### config.mk
export PLATFORM = sky130hd
export DESIGN_NAME = and_cell_arbiter_flat
export DESIGN_NICKNAME = d
export VERILOG_FILES = /design/src/rtl/and_cell_arbiter_if.sv /design/src/rtl/and_cell_arbiter.sv /design/src/flat_wrapper.sv
export SDC_FILE = /design/constraint.sdc
export NUM_CORES = 1
export LEC_CHECK = 0
export CELL_PAD_IN_SITES_DETAIL_PLACEMENT = 0
export CELL_PAD_IN_SITES_GLOBAL_PLACEMENT = 1
export CORE_MARGIN = 1
export CORE_UTILIZATION = 33
export DETAILED_ROUTE_END_ITERATION = 12
export GPL_ROUTABILITY_DRIVEN = 0
export HOLD_SLACK_MARGIN = 0.08
export PLACE_DENSITY_LB_ADDON = 0.1
export SLEW_MARGIN = 15
export SYNTH_ARGS = -nofsm -noshare
export SYNTH_HDL_FRONTEND = slang
export SYNTH_SLANG_ARGS = --single-unit
### constraint.sdc
create_clock -name clk -period 3.1 [get_ports clk]
set_input_delay 0.62 -clock clk [delete_from_list [all_inputs] [get_ports clk]]
set_output_delay 0.62 -clock clk [all_outputs]
set_load 0.02 [all_outputs]
### src/rtl/and_cell_arbiter_if.sv
// and_cell_arbiter_if: requester, response and shared-cell signals of the AND cell arbiter
interface and_cell_arbiter_if #(
  parameter int NREQ  = 4,
  parameter int WIDTH = 1,
  parameter int IDW   = 2
);
  logic [NREQ-1:0]       req;
  logic [NREQ*WIDTH-1:0] op_a;
  logic [NREQ*WIDTH-1:0] op_b;
  logic [NREQ-1:0]       gnt;
  logic                  busy;
  logic [WIDTH-1:0]      cell_in0;
  logic [WIDTH-1:0]      cell_in1;
  logic [WIDTH-1:0]      cell_out;
  logic                  rsp_valid;
  logic [IDW-1:0]        rsp_id;
  logic [WIDTH-1:0]      rsp_data;
  modport master (
    output req, op_a, op_b, cell_out,
    input  gnt, busy, cell_in0, cell_in1, rsp_valid, rsp_id, rsp_data
  );
  modport slave (
    input  req, op_a, op_b, cell_out,
    output gnt, busy, cell_in0, cell_in1, rsp_valid, rsp_id, rsp_data
  );
endinterface

### src/rtl/and_cell_arbiter.sv
// and_cell_arbiter: round-robin sequencer sharing one registered AND datapath among requesters
module and_cell_arbiter #(
  parameter int NREQ  = 4,
  parameter int WIDTH = 1,
  parameter int IDW   = 2
) (
  input logic clk,
  input logic rst,
  and_cell_arbiter_if.slave bus
);
  typedef enum logic [1:0] {IDLE, ISSUE, WAIT} state_t;
  state_t           state_q, state_d;
  logic [IDW-1:0]   ptr_q, ptr_d, cur_id_q, cur_id_d, rsp_id_q, rsp_id_d, win;
  logic [NREQ-1:0]  gnt_q, gnt_d;
  logic [WIDTH-1:0] in0_q, in0_d, in1_q, in1_d, rsp_data_q, rsp_data_d;
  logic             rsp_valid_q, rsp_valid_d, grant;
  // pick the first requester at or after ptr, wrapping; lowest offset is written last so it wins
  always_comb begin
    win = ptr_q;
    for (int k = NREQ - 1; k >= 0; k--) win = bus.req[ptr_q + IDW'(k)] ? ptr_q + IDW'(k) : win;
  end
  // IDLE -> ISSUE on any request, then a fixed walk through WAIT back to IDLE
  always_comb begin
    state_d = state_q == IDLE ? (|bus.req ? ISSUE : IDLE) : state_q == ISSUE ? WAIT : IDLE;
  end
  // grant bookkeeping, operand capture and response capture once the cell has registered
  always_comb begin
    grant       = state_q == IDLE && |bus.req;
    gnt_d       = grant ? NREQ'(1) << win : '0;
    ptr_d       = grant ? win + IDW'(1) : ptr_q;
    cur_id_d    = grant ? win : cur_id_q;
    in0_d       = grant ? bus.op_a[win*WIDTH +: WIDTH] : in0_q;
    in1_d       = grant ? bus.op_b[win*WIDTH +: WIDTH] : in1_q;
    rsp_valid_d = state_q == WAIT;
    rsp_id_d    = rsp_valid_d ? cur_id_q : rsp_id_q;
    rsp_data_d  = rsp_valid_d ? bus.cell_out : rsp_data_q;
  end
  // state and datapath registers; reset discards any in-flight transaction
  always_ff @(posedge clk) begin
    if (rst) begin
      state_q     <= IDLE;
      ptr_q       <= '0;
      cur_id_q    <= '0;
      gnt_q       <= '0;
      in0_q       <= '0;
      in1_q       <= '0;
      rsp_valid_q <= 1'b0;
      rsp_id_q    <= '0;
      rsp_data_q  <= '0;
    end else begin
      state_q     <= state_d;
      ptr_q       <= ptr_d;
      cur_id_q    <= cur_id_d;
      gnt_q       <= gnt_d;
      in0_q       <= in0_d;
      in1_q       <= in1_d;
      rsp_valid_q <= rsp_valid_d;
      rsp_id_q    <= rsp_id_d;
      rsp_data_q  <= rsp_data_d;
    end
  end
  assign bus.gnt       = gnt_q;
  assign bus.busy      = state_q != IDLE;
  assign bus.cell_in0  = in0_q;
  assign bus.cell_in1  = in1_q;
  assign bus.rsp_valid = rsp_valid_q;
  assign bus.rsp_id    = rsp_id_q;
  assign bus.rsp_data  = rsp_data_q;
endmodule

### src/flat_wrapper.sv
// flat-port wrapper written by rule: the top's interface ports become plain ports
module and_cell_arbiter_flat 
#(
  parameter int NREQ  = 4,
  parameter int WIDTH = 1,
  parameter int IDW   = 2
)
  (clk, rst, bus_req, bus_op_a, bus_op_b, bus_cell_out, bus_gnt, bus_busy, bus_cell_in0, bus_cell_in1, bus_rsp_valid, bus_rsp_id, bus_rsp_data);
  and_cell_arbiter_if #(.NREQ(NREQ), .WIDTH(WIDTH), .IDW(IDW)) bus_i ();
  input logic clk;
  input logic rst;
  input wire logic [$bits(bus_i.req)-1:0] bus_req;
  input wire logic [$bits(bus_i.op_a)-1:0] bus_op_a;
  input wire logic [$bits(bus_i.op_b)-1:0] bus_op_b;
  input wire logic [$bits(bus_i.cell_out)-1:0] bus_cell_out;
  output wire logic [$bits(bus_i.gnt)-1:0] bus_gnt;
  output wire logic [$bits(bus_i.busy)-1:0] bus_busy;
  output wire logic [$bits(bus_i.cell_in0)-1:0] bus_cell_in0;
  output wire logic [$bits(bus_i.cell_in1)-1:0] bus_cell_in1;
  output wire logic [$bits(bus_i.rsp_valid)-1:0] bus_rsp_valid;
  output wire logic [$bits(bus_i.rsp_id)-1:0] bus_rsp_id;
  output wire logic [$bits(bus_i.rsp_data)-1:0] bus_rsp_data;
  assign bus_i.req = bus_req;
  assign bus_i.op_a = bus_op_a;
  assign bus_i.op_b = bus_op_b;
  assign bus_i.cell_out = bus_cell_out;
  assign bus_gnt = bus_i.gnt;
  assign bus_busy = bus_i.busy;
  assign bus_cell_in0 = bus_i.cell_in0;
  assign bus_cell_in1 = bus_i.cell_in1;
  assign bus_rsp_valid = bus_i.rsp_valid;
  assign bus_rsp_id = bus_i.rsp_id;
  assign bus_rsp_data = bus_i.rsp_data;
  and_cell_arbiter #(.NREQ(NREQ), .WIDTH(WIDTH), .IDW(IDW)) u_core (.clk(clk), .rst(rst), .bus(bus_i));
endmodule
==> flow_summary_export.csv, run 1 <==
group,metric,value,unit
min_path,hold_class,"reg -> reg",
floorplan,pin_count,26,
critical_path,reg2regPathDepth,5,
route,wirelength,1.382,mm
sta,clock.fmax,485.9,MHz
floorplan,fp.coreArea,0.002002,mm²
critical_path,r2r_setup_slack,1.57,ns
place,io_buffers,25,
outcome,status,"finished clean",
sta,slew_viol_final,0,
synthesis,synth_ff_type,"dfxtp_1",
min_path,hold_depth,2,
sta,fin_crit_sh,0.6639,
critical_path,path_delay_family,"buffers and inverters",
synthesis,synth_compound_area_frac,0.1705,
floorplan,start_util,0.3556,
synthesis,synth.area.top_cells,"dfxtp_1 45%, nand2_1 6.9%, mux2i_1 5.6%",
sta,setup_viol,0,
synthesis,ys_warn_count,0,
critical_path,max_stage_delay,0.55,ns
synthesis,yosys.area.top_type,"dfxtp_1",
clocking,htree_levels,1,
global_route,grtUsageTotal,0.1375,
synthesis,synth_enable_flop_cells,0,
synthesis,ys_seq_area_frac,0.4499,
route,vias,622,
critical_path,cp-start-kind,"flop",
floorplan,die_height,48.45,µm
sta,hold_viol,0,
place,dp_cells,126,
final_layout,stdcell_count,130,
route,wire_per_inst,10.63,µm
synthesis,yosys.area_share.simple,0.2847,
route,ant_nets,0,
critical_path,end_kind,"output pin",
synthesis,synth_top_family_by_area,"simple AND/OR/NAND/NOR gates",
route,firstDrtPassIters,4,
clocking,cts.sinks,16,
global_route,grt.overflow.total,0,
sta,tightest_slew,0.5069,ns
clocking,cts-resized-gates,0,
final_layout,final_nets,119,
final_layout,syn2layout_area_growth,42.88,%
clocking,clk_pin_slew,0.09,ns
synthesis,synth_top_cell_area_share,0.4499,
synthesis,syn_inst,77,
clocking,post_cts_buffers,0,
clocking,cts_inserted_buffers,3,
global_route,antenna_found_initial,0,
synthesis,synth-xor-area-share,0.01230,
final_layout,layout_commonest_cell,"clkdlybuf4s50_1",
clocking,cts_tree,"built",
floorplan,dieArea,0.002347,mm²
synthesis,synth_mux_area_frac,0.05624,
floorplan,die_width,48.45,µm
synthesis,syn_nets,92,
critical_path,criticalPathCategory,"reg -> out",
clocking,insertion_delay,0.28,ns
synthesis,ys_ff_latch,16,
global_route,grt_pass1_wl,2.511,mm
final_layout,drive_above_1_share,0.1165,
place,dp_hpwl,1.067,mm
clocking,cts.path.max_buffers,2,
floorplan,rows,16,
clocking,hold_buffers,0,
synthesis,synth_cell_types,26,
synthesis,syn_avg_cell_area,9.246,µm²
final_layout,fin_util,0.5081,
sta,fin_ws,1.042,ns
critical_path,crit_fanout,4,
sta,worst_hold_slack,0.4573,ns
final_layout,fill_cells,199,
sta,maxSlewHeadroom,0.6610,
global_route,grt_pass1_vias,569,
synthesis,netlist_area,711.9,µm²
critical_path,worst_ep_arrival_time,1.44,ns
synthesis,synthAdderAreaFrac,0,
route,post-route-drc-count,0,
global_route,grt_max_degree,14,
sta,period_needed,2.058,ns
power_and_ir_drop,peakVddDrop,323.9,µV
critical_path,cp_num_buf_inv,1,
critical_path,worst-path-stages,2,
sta,skew,0.001814,ns
sta,tns,0,ns
critical_path,worst_ep_required_time,2.48,ns
run,drv_cap,0,
power_and_ir_drop,p_per_area,523.9,mW/mm²
route,routed_via_density,4.785,
critical_path,path_cells,"or2_1 > clkdlybuf4s50_1",
sta,rsz0062_at_grt,"false",
critical_path,crit_slowest_cell,"clkdlybuf4s50_1",
synthesis,synthArstFlopShare,0,
final_layout,diodes,0,
place,pre_cts_ws,0.7480,ns
route,drt-initial-drc-count,7,
final_layout,mostFrequentLayoutCells,"25 x clkdlybuf4s50_1, 16 x dfxtp_1, 13 x nand2_1",
power_and_ir_drop,leakage,0.3676,nW
clocking,root_buffer,"clkbuf_4",
-- final cells by class --
class | count | area (µm²) | share of cell area
multi-input combinational | 57 | 372.9 | 0.3665
sequential | 16 | 320.3 | 0.3149
timing repair buffer | 25 | 250.2 | 0.2460
clock buffer | 4 | 36.28 | 0.03567
tap | 27 | 33.78 | 0.03321
inverter | 1 | 3.754 | 0.003690
-- layer usage --
layer / track usage / up-vias / wire length (µm)
li1: - / 322 / -
met1: 0.1791 / 279 / 664
met2: 0.2183 / 19 / 624
met3: 0.05031 / 2 / 86
met4: 0.02941 / 0 / 7
met5: 0 / - / 0
-- worst paths after layout --
path | start | to
worst max register to register | u_core.ptr_q[1] | u_core.bus.cell_in1
worst min register to register | u_core.bus.rsp_id[1] | u_core.bus.rsp_id[1]
worst max-delay path | u_core.state_q[0] | bus_busy
worst min-delay path | u_core.bus.rsp_id[1] | u_core.bus.rsp_id[1]
-- kinds of logic (layout without fill, tap and decap cells) --
group	Yosys count	count (layout)
AND/OR/NAND/NOR	37	37
XOR/XNOR	1	1
flip-flops	16	16
buffers and inverters	4	30
AO/OA/AOI/OAI	15	15
multiplexers	4	4
-- sequential cells by signal (all words and copies together) (netlist names) --
name,flops
u_core.state_q,2
u_core.bus.cell_in1,1
u_core.bus.rsp_data,1
u_core.bus.cell_in0,1
u_core.bus.rsp_id,2
u_core.cur_id_q,2
u_core.bus.rsp_valid,1
u_core.ptr_q,2
u_core.bus.gnt,4
-- worst reg2reg max path, stage by stage (launching register included) --
cell and delay (ns):
dfxtp_1 0.42, nand2_1 0.07, a21oi_1 0.16, o221a_2 0.39, mux2i_1 0.26, o221ai_1 0.12
-- power by group --
group / leakage (nW) / switching [W] / internal (W) / total (W)
clock network: 0.0210 / 0.0000629 / 0.0000715 / 0.000134
registers: 0.131 / 0.0000136 / 0.000227 / 0.000241
logic: 0.215 / 0.0000796 / 0.0000784 / 0.000158
-- synthesized netlist by cell type, types with 2 or more instances --
| cell | n |
|---|---|
| mux2i_1 | 4 |
| or2_1 | 2 |
| nand2b_1 | 2 |
| nor2b_1 | 4 |
| o221ai_1 | 2 |
| nand3b_1 | 2 |
| clkbuf_1 | 2 |
| nor2_1 | 6 |
| dfxtp_1 | 16 |
| nor4_1 | 2 |
| o21ai_0 | 2 |
| a21oi_1 | 7 |
| nand2_1 | 13 |
-- through the flow --
step           power (W)  cell area, µm²
3_3_place_gp   0.0004050           980.9
6_report       0.0005329            1017
5_1_grt        0.0005677            1017
4_1_cts        0.0005401            1017
2_1_floorplan  0.0003468           711.9
3_5_place_dp   0.0004047           980.9
Note: power is estimated with default switching activity, not from simulation.
==> run 2, diff against run 1 <==
CORE_UTILIZATION = 28   (was 33)
clock period = 1.7 ns   (was 3.1 ns; I/O delays follow)
==> run 2 against run 1 <==
  * Critical path depth increased by 4
  * Core utilization decreased by 3.9 points
  * Combinational power increased by 110%
  * Setup slack got worse by 0.96 ns
  * First-iteration DRC count increased by 71%
  * Final cell count increased by 5.4%
  * Flip-flop and latch count unchanged
  * Largest cell class unchanged
==> flow_summary_export.csv, run 2 (synthesized netlist as in run 1, its figures left out) <==
group,metric,value,unit
outcome,status,"finished clean",
route,drt-initial-drc-count,12,
route,wirelength,1.500,mm
global_route,grt.overflow.total,0,
global_route,grt_max_degree,10,
critical_path,path_cells,"clkdlybuf4s50_1 > nor2b_1 > o21ai_1 > o221a_4 > mux2i_1 > o221ai_1",
route,ant_nets,0,
clocking,insertion_delay,0.27,ns
route,post-route-drc-count,0,
final_layout,largest_register_ffs,4,
final_layout,syn2layout_area_growth,51.32,%
final_layout,layout_commonest_cell,"clkdlybuf4s50_1",
final_layout,design_area,0.001077,mm²
power_and_ir_drop,p_clk_frac,0.195,
clocking,htree_levels,1,
critical_path,path_delay_family,"compound AO/OA/AOI/OAI gates",
floorplan,die_width,52.43,µm
global_route,antenna_found_initial,0,
clocking,cts_tree,"built",
final_layout,fin_util,0.4690,
sta,setup_viol,0,
power_and_ir_drop,peakVddDrop,654.0,µV
floorplan,dieArea,0.002748,mm²
power_and_ir_drop,leakage,0.4240,nW
power_and_ir_drop,p_int,0.0006701,W
final_layout,diodes,0,
power_and_ir_drop,p_per_area,888.8,mW/mm²
critical_path,timing.rr.start,"u_core.ptr_q[1]",
global_route,grt_pass1_wl,2.711,mm
global_route,grt_pass1_vias,632,
clocking,cts.sinks,16,
route,routed_via_density,4.781,
sta,tightest_slew,0.3880,ns
sta,skew,0.001860,ns
critical_path,max_stage_delay,0.46,ns
place,io_buffers,25,
power_and_ir_drop,p_switching,0.0002873,W
sta,period_needed,1.620,ns
clocking,hold_buffers,0,
critical_path,cp-start-kind,"input pin",
critical_path,crit_slowest_cell,"clkdlybuf4s50_1",
route,wire_per_inst,10.95,µm
floorplan,fp.coreArea,0.002297,mm²
sta,maxSlewHeadroom,0.7404,
power_and_ir_drop,seq_power_share,0.460,
floorplan,die_height,52.43,µm
clocking,root_buffer,"clkbuf_4",
sta,slew_viol_final,0,
sta,rsz0062_at_grt,"false",
global_route,grtUsageTotal,0.1359,
place,pre_cts_ws,-0.3669,ns
min_path,hp-start,"u_core.cur_id_q[1]",
critical_path,worst_ep_arrival_time,1.77,ns
min_path,hold_depth,2,
final_layout,final_nets,126,
floorplan,rows,17,
final_layout,fill_cells,234,
final_layout,drive_above_1_share,0.1835,
power_and_ir_drop,p_sw_frac,0.3001,
clocking,cts.path.max_buffers,2,
clocking,clk_pin_slew,0.08,ns
min_path,hold_class,"reg -> reg",
critical_path,worst_ep_required_time,1.85,ns
sta,worst_hold_slack,0.4542,ns
sta,fin_ws,0.07971,ns
floorplan,pin_count,26,
sta,hold_viol,0,
critical_path,crit_start,"bus_req[2]",
route,vias,655,
run,drv_cap,0,
critical_path,crit_fanout,8,
critical_path,reg2regPathDepth,5,
floorplan,start_util,0.3099,
power_and_ir_drop,p_comb_frac,0.345,
place,dpl_cell_area,0.001027,mm²
sta,tns,0,ns
route,firstDrtPassIters,4,
sta,clock.fmax,617.2,MHz
critical_path,cp_num_buf_inv,1,
place,dp_hpwl,1.130,mm
sta,fin_crit_sh,0.9531,
critical_path,criticalPathCategory,"in -> reg",
final_layout,mostFrequentLayoutCells,"21 x clkdlybuf4s50_1, 16 x dfxtp_1, 13 x nand2_1",
critical_path,end_kind,"flop",
critical_path,worst-path-stages,6,
clocking,cts_inserted_buffers,3,
[run 2: layer usage]
layer / GRT usage / vias up / wire length, µm
met5: 0 / - / 0
met4: 0.03947 / 0 / 9
met3: 0.05507 / 2 / 78
met2: 0.2110 / 19 / 660
met1: 0.1711 / 298 / 752
li1: - / 336 / -
[run 2: per-stage QoR]
stage	power [W]	std cells
global route	0.001025	137
detailed placement	0.0007675	133
finish	0.0009574	137
floorplan	0.0006323	77
CTS	0.0009633	137
global placement	0.0007662	133
[run 2: final cells by class]
type	instances	area, µm²	area share
Clock buffer	3	22.52	0.02091
Multi-Input combinational cell	57	390.4	0.3624
Timing Repair Buffer	32	305.3	0.2834
Sequential cell	16	320.3	0.2973
Inverter	1	3.754	0.003484
Tap cell	28	35.03	0.03252
[run 2: worst min-delay path, delay by kind of cell (launching register included)]
| kind | cells | cell delay (ns) |
|---|---|---|
| AO/OA/AOI/OAI | 1 | 0.05 |
| flip-flops | 1 | 0.31 |
| AND/OR/NAND/NOR | 1 | 0.05 |
[run 2: path summary, 6_finish.rpt]
check / to / slack (ns)
worst max-delay path: u_core.bus.cell_in1 / 0.08
worst min-delay path: u_core.bus.rsp_id[1] / 0.45
worst max register to register: u_core.bus.cell_in1 / 0.26
worst min register to register: u_core.bus.rsp_id[1] / 0.45
[run 2: timing repair]
action	in CTS	in global routing
setup buffers	1	0
setup endpoints to repair	3	8
gates resized for setup	3	6
pin swaps	1	0
[run 2: power by group through the flow]
stage               Sequential (W)  Combinational (W)  Clock [W]
finish                    0.000440           0.000330   0.000187
global route              0.000444           0.000363   0.000217
CTS                       0.000439           0.000326   0.000198
detailed placement        0.000447           0.000320          0
global placement          0.000448           0.000318          0
floorplan                 0.000469           0.000164          0
